**src/rtl/deal_pkg.sv**
```systemverilog
// Shared types for the blackjack round controller: FSM states, result codes, defaults.
// Pure declarations, no timing or flow-control behaviour of its own.
package deal_pkg;

  localparam int DEF_BANK_STAND = 17;
  localparam int DEF_LIMIT      = 21;

  typedef enum logic [3:0] {
    ST_IDLE,
    ST_CLR,
    ST_DEAL_P1,
    ST_DEAL_B1,
    ST_DEAL_P2,
    ST_DEAL_B2,
    ST_PLAYER,
    ST_P_DRAW,
    ST_BANK,
    ST_B_DRAW,
    ST_JUDGE,
    ST_DONE
  } state_t;

  typedef enum logic [1:0] {
    RES_NONE,
    RES_WIN,
    RES_LOSE,
    RES_DRAW
  } result_t;

  // Card counters stick at 7 rather than wrapping.
  function automatic logic [2:0] sat_inc3(input logic [2:0] c);
    return (c == 3'd7) ? c : c + 3'd1;
  endfunction

endpackage

```
**src/rtl/deal_scheduler_hand_judge.sv**
```systemverilog
// Combinational round judge: hand totals plus natural flag in, result code out.
// Zero latency, no flow control.
module hand_judge
  import deal_pkg::*;
#(
  parameter int TOTAL_W = 7,
  parameter int LIMIT   = DEF_LIMIT
) (
  input  logic [TOTAL_W-1:0] i_p_total,
  input  logic [TOTAL_W-1:0] i_b_total,
  input  logic               i_natural,
  output logic [1:0]         o_result
);

  localparam logic [TOTAL_W-1:0] L_LIMIT = TOTAL_W'(LIMIT);

  always_comb begin
    o_result = RES_DRAW;
    if (i_p_total > L_LIMIT) begin
      o_result = RES_LOSE;
    end else if (i_natural) begin
      o_result = (i_b_total == L_LIMIT) ? RES_DRAW : RES_WIN;
    end else if (i_b_total > L_LIMIT) begin
      o_result = RES_WIN;
    end else if (i_p_total > i_b_total) begin
      o_result = RES_WIN;
    end else if (i_p_total < i_b_total) begin
      o_result = RES_LOSE;
    end
  end

endmodule

```
**src/rtl/deal_scheduler.sv**
```systemverilog
// Blackjack round sequencer: deals P,B,P,B, runs player turns and bank draw-to-stand, judges.
// card_ack is combinational on card_valid in draw states; a stalled source holds the state indefinitely.
module deal_scheduler
  import deal_pkg::*;
#(
  parameter int TOTAL_W    = 7,
  parameter int BANK_STAND = DEF_BANK_STAND,
  parameter int LIMIT      = DEF_LIMIT
) (
  input  logic               clk,
  input  logic               rst,
  input  logic               start,
  input  logic               hit,
  input  logic               stay,
  input  logic               card_valid,
  input  logic [3:0]         card_value,
  output logic               card_ack,
  output logic               p_load,
  output logic               b_load,
  output logic [3:0]         card_out,
  output logic               hand_clr,
  input  logic [TOTAL_W-1:0] p_total,
  input  logic [TOTAL_W-1:0] b_total,
  output logic [2:0]         p_cards,
  output logic [2:0]         b_cards,
  output logic               busy,
  output logic               win,
  output logic               lose,
  output logic               draw
);

  localparam logic [TOTAL_W-1:0] L_LIMIT = TOTAL_W'(LIMIT);
  localparam logic [TOTAL_W-1:0] L_STAND = TOTAL_W'(BANK_STAND);

  state_t     r_state;
  logic [2:0] r_p_cards;
  logic [2:0] r_b_cards;
  logic       r_busy;
  logic       r_win;
  logic       r_lose;
  logic       r_draw;

  logic       w_draw_st;
  logic       w_to_p;
  logic       w_natural;
  logic [1:0] w_result;

  always_comb begin
    w_draw_st = 1'b0;
    w_to_p    = 1'b0;
    case (r_state)
      ST_DEAL_P1, ST_DEAL_P2, ST_P_DRAW: begin
        w_draw_st = 1'b1;
        w_to_p    = 1'b1;
      end
      ST_DEAL_B1, ST_DEAL_B2, ST_B_DRAW: w_draw_st = 1'b1;
      default: ;
    endcase
  end

  assign card_ack = w_draw_st & card_valid;
  assign p_load   = card_ack & w_to_p;
  assign b_load   = card_ack & ~w_to_p;
  assign card_out = card_value;
  assign hand_clr = (r_state == ST_CLR);

  // Only a two-card 21 counts as a natural; later 21s are ordinary totals.
  assign w_natural = (r_p_cards == 3'd2) && (p_total == L_LIMIT);

  hand_judge #(
    .TOTAL_W (TOTAL_W),
    .LIMIT   (LIMIT)
  ) u_judge (
    .i_p_total (p_total),
    .i_b_total (b_total),
    .i_natural (w_natural),
    .o_result  (w_result)
  );

  always_ff @(posedge clk) begin
    if (!rst) begin
      r_state   <= ST_IDLE;
      r_p_cards <= 3'd0;
      r_b_cards <= 3'd0;
      r_busy    <= 1'b0;
      r_win     <= 1'b0;
      r_lose    <= 1'b0;
      r_draw    <= 1'b0;
    end else begin
      if (card_ack) begin
        if (w_to_p) r_p_cards <= sat_inc3(r_p_cards);
        else        r_b_cards <= sat_inc3(r_b_cards);
      end
      case (r_state)
        ST_IDLE, ST_DONE: begin
          if (start) begin
            r_state   <= ST_CLR;
            r_p_cards <= 3'd0;
            r_b_cards <= 3'd0;
            r_busy    <= 1'b1;
            r_win     <= 1'b0;
            r_lose    <= 1'b0;
            r_draw    <= 1'b0;
          end
        end
        ST_CLR:     r_state <= ST_DEAL_P1;
        ST_DEAL_P1: if (card_valid) r_state <= ST_DEAL_B1;
        ST_DEAL_B1: if (card_valid) r_state <= ST_DEAL_P2;
        ST_DEAL_P2: if (card_valid) r_state <= ST_DEAL_B2;
        ST_DEAL_B2: if (card_valid) r_state <= ST_PLAYER;
        ST_PLAYER: begin
          if (w_natural || (p_total > L_LIMIT)) r_state <= ST_JUDGE;
          else if (stay)                        r_state <= ST_BANK;
          else if (hit)                         r_state <= ST_P_DRAW;
        end
        ST_P_DRAW:  if (card_valid) r_state <= ST_PLAYER;
        ST_BANK:    r_state <= (b_total < L_STAND) ? ST_B_DRAW : ST_JUDGE;
        ST_B_DRAW:  if (card_valid) r_state <= ST_BANK;
        ST_JUDGE: begin
          r_win   <= (w_result == RES_WIN);
          r_lose  <= (w_result == RES_LOSE);
          r_draw  <= (w_result == RES_DRAW);
          r_busy  <= 1'b0;
          r_state <= ST_DONE;
        end
        default:    r_state <= ST_IDLE;
      endcase
    end
  end

  assign p_cards = r_p_cards;
  assign b_cards = r_b_cards;
  assign busy    = r_busy;
  assign win     = r_win;
  assign lose    = r_lose;
  assign draw    = r_draw;

endmodule

```
**config.mk**
```make
export PLATFORM = sky130hd
export DESIGN_NAME = deal_scheduler
export DESIGN_NICKNAME = d
export VERILOG_FILES = /design/src/rtl/deal_pkg.sv /design/src/rtl/deal_scheduler_hand_judge.sv /design/src/rtl/deal_scheduler.sv
export SDC_FILE = /design/constraint.sdc
export NUM_CORES = 1
export LEC_CHECK = 0
export ABC_CLOCK_PERIOD_IN_PS = 1980
export BUFFER_PORTS_ARGS = -buffer_cell sky130_fd_sc_hd__buf_2
export CAP_MARGIN = 20
export CORE_UTILIZATION = 45
export CTS_CLUSTER_DIAMETER = 80
export DETAILED_ROUTE_END_ITERATION = 16
export PLACE_DENSITY = 0.72
export SLEW_MARGIN = 20
export SYNTH_ARGS = -nofsm -noshare
export SYNTH_HDL_FRONTEND = slang
export SYNTH_SLANG_ARGS = --single-unit
```
**constraint.sdc**
```tcl
create_clock -name clk -period 1.98 [get_ports clk]
set_input_delay 0.099 -clock clk [delete_from_list [all_inputs] [get_ports clk]]
set_output_delay 0.099 -clock clk [all_outputs]
set_load 0.01 [all_outputs]
```
==> flow_summary_export.csv <==
group,metric,value,unit
status,run_status,"complete, no violations",
global_route,overflow,0,
logic_synthesis,synth_top_cell_area_share,21.56,%
sta,final.setup.tns,0,ns
cts,cts-resized-gates,0,
cts,postCtsSetupRepairBufs,0,
sta,setup_viol,0,
sta,min_period_over_period,89.01,%
sta,relSlewSlack,61.99,%
cts,clk_pin_slew,0.09,ns
route,drc,0,
floorplan,rows,19,
placed_design,dpl.hpwl,2484,um
worst_hold_path,min_path_type,"input pin to flip-flop",
cts,htreeDepth,1,
layout,area_growth,15.88,%
logic_synthesis,synth_edf_count,0,
floorplan,die_w,55.75,um
setup_path,crit_chain,"inv_1 > a2111oi_4 > buf_2",
cts,cts_hold_buf,0,
setup_path,arrival,1.66,ns
floorplan,die_area,3108,sq um
sta,finalCriticalPeriod,1.762,ns
logic_synthesis,synthTopCellsByArea,"dfxtp_1 (22%), ha_1 (9.6%), a21oi_1 (5.4%)",
setup_path,endpoint_kind,"output pin",
sta,worst_pin_slew,0.5643,ns
cts,cts.sinks,14,
worst_hold_path,hold_depth,2,
pwr,p_total,1.358,mW
layout,layout_commonest_cell,"buf_2",
global_route,grt_usage,21.36,%
route,via_count,1318,
setup_path,path_buf_inv,2,
global_route,grt_max_degree,20,
route,routed_wl,3168,um
route,vias_per_cell,5.884,
setup_path,slowest_delay,0.53,ns
setup_path,rr_worst_depth,6,
setup_path,cp_max_fo,9,
route,drtIter0Drc,53,
route,firstDrtPassIters,4,
setup_path,worstSetupPathType,"flip-flop to output pin",
cts,numCtsBuffers,3,
logic_synthesis,netlist_instances,163,
logic_synthesis,yosysSeqAreaShare,21.56,%
layout,nets,228,
logic_synthesis,synth-main-ff-cell,"dfxtp_1",
pwr,ir_worst_vdd,0.6861,mV
logic_synthesis,syn_area_per_cell,7.975,sq um
floorplan,initial_core_util,47.14,%
setup_path,critPathLaunchType,"flip-flop",
cts,cts_tree,"done",
logic_synthesis,synth_fp_nets,197,
floorplan,coreArea,2758,sq um
run,maxCapViolCount,0,
global_route,grt_pass1_wl,5361,um
logic_synthesis,synth_area,1300,sq um
global_route,antenna_found_initial,0,
placed_design,gp_congestion,0.8615,
layout,final_cell_mix,"buf_2 (33), nand2_1 (17), inv_1 (15), a21oi_1 (14), nor2_1 (13)",
setup_path,crit_slowest_cell,"dfxtp_1",
sta,skew,0.002270,ns
cts,cts_root_buf,"clkbuf_4",
setup_path,crit_cells,3,
pwr,leakage,0.6879,nW
layout,fin_cells,224,
setup_path,required,1.88,ns
cts,clk_latency,0.28,ns
logic_synthesis,ys_types,49,
placed_design,numPortBuffers,33,
sta,clock.fmax,0.5674,GHz
setup_path,cp_top_family,"flip-flops",
logic_synthesis,ys_seq_elements,14,
sta,slew_viol_final,0,
global_route,grt_pass1_vias,1273,
layout,utilization,54.63,%
floorplan,io_pins,42,
route,ant_nets,0,
placed_design,placed_cells,220,
cts,max-clock-path-buffers,2,
sta,finalHoldViolCount,0,
logic_synthesis,ys.warnings.count,0,
layout,drive_above_1_share,26.94,%
floorplan,dieHeight,55.75,um
layout,antennaDiodeCount,0,
logic_synthesis,async_flop_share,0,%
logic_synthesis,synth_area_leader_cell,"dfxtp_1",
pwr,cellPowerDensity,901.4,nW/um^2
sta,grt_setup_unrepaired,"false",
setup_path,r2r_setup_slack,0.24,ns
route,wl_per_cell,14.14,um
-- cell families (layout without fill, tap and decap cells) --
family / after synthesis / after routing / synth area share (%)
adder cells (fa/ha/maj): 10 / 10 / 9.625
multiplexers: 6 / 6 / 5.101
AO/OA/AOI/OAI: 48 / 48 / 27.53
XOR/XNOR: 4 / 4 / 2.695
buffers and inverters: 27 / 57 / 10.01
AND/OR/NAND/NOR: 54 / 54 / 23.48
flip-flops: 14 / 14 / 21.56
-- routing by layer --
metal  GRT usage (%)  part of all wire, %  up-vias
met4           8.929                 0.54        0
met1           26.37                   44      621
met5               0                    0        -
li1                -                    -      659
met3           4.186                  5.1        2
met2           36.14                   50       36
-- per-stage QoR --
stage	worst slack, ns	hold WS [ns]	instance area, sq um
global placement	0.2763	0.1981	1468
finish	0.2176	0.1140	1506
detailed placement	0.2184	0.1981	1468
global route	0.1156	0.1140	1506
floorplan	0.3549	0.2898	1300
CTS	0.04477	0.1180	1504
-- cell type report --
type	count	area (sq um)
Multi-Input combinational cell	122	889.6
Fill cell	261	1251
Sequential cell	14	282.8
Tap cell	31	38.79
Inverter	15	56.30
Clock buffer	4	36.28
Timing Repair Buffer	38	202.7
-- registers in the layout, indices dropped and copies added (netlist names) --
signal and flops:
lose 1, busy 1, win 1, r_state 4
draw 1, b_cards 3, p_cards 3
-- cell usage after synthesis, types with 2 or more instances --
master	count
nand3b_1	3
nor2_1	13
a21oi_1	14
o311ai_0	2
nor4_1	4
clkbuf_1	2
nor3_1	3
nand2b_1	2
o21a_1	2
nand3_1	4
xor2_1	2
buf_2	5
mux2i_1	4
a31oi_1	2
dfxtp_1	14
buf_4	4
xnor2_1	2
a32o_1	2
nand2_1	17
o31ai_1	2
nand4_1	3
o21ai_0	6
ha_1	10
o32ai_1	2
inv_1	15
-- final timing paths --
path                                           endpoint                     from
worst max register to register         win$_SDFFE_PN0P_    p_cards[0]$_SDFF_PN0_
worst max-delay path                             p_load  r_state[0]$_SDFFE_PN0P_
worst min register to register    b_cards[1]$_SDFF_PN0_    b_cards[1]$_SDFF_PN0_
worst min-delay path            r_state[3]$_SDFFE_PN0P_                      rst
-- power by group --
part | leakage, nW | internal [mW] | switching, mW
clock network | 0.0210 | 0.112 | 0.0983
registers | 0.115 | 0.328 | 0.0793
logic | 0.552 | 0.347 | 0.394
Power figures use the tool's default switching activity.
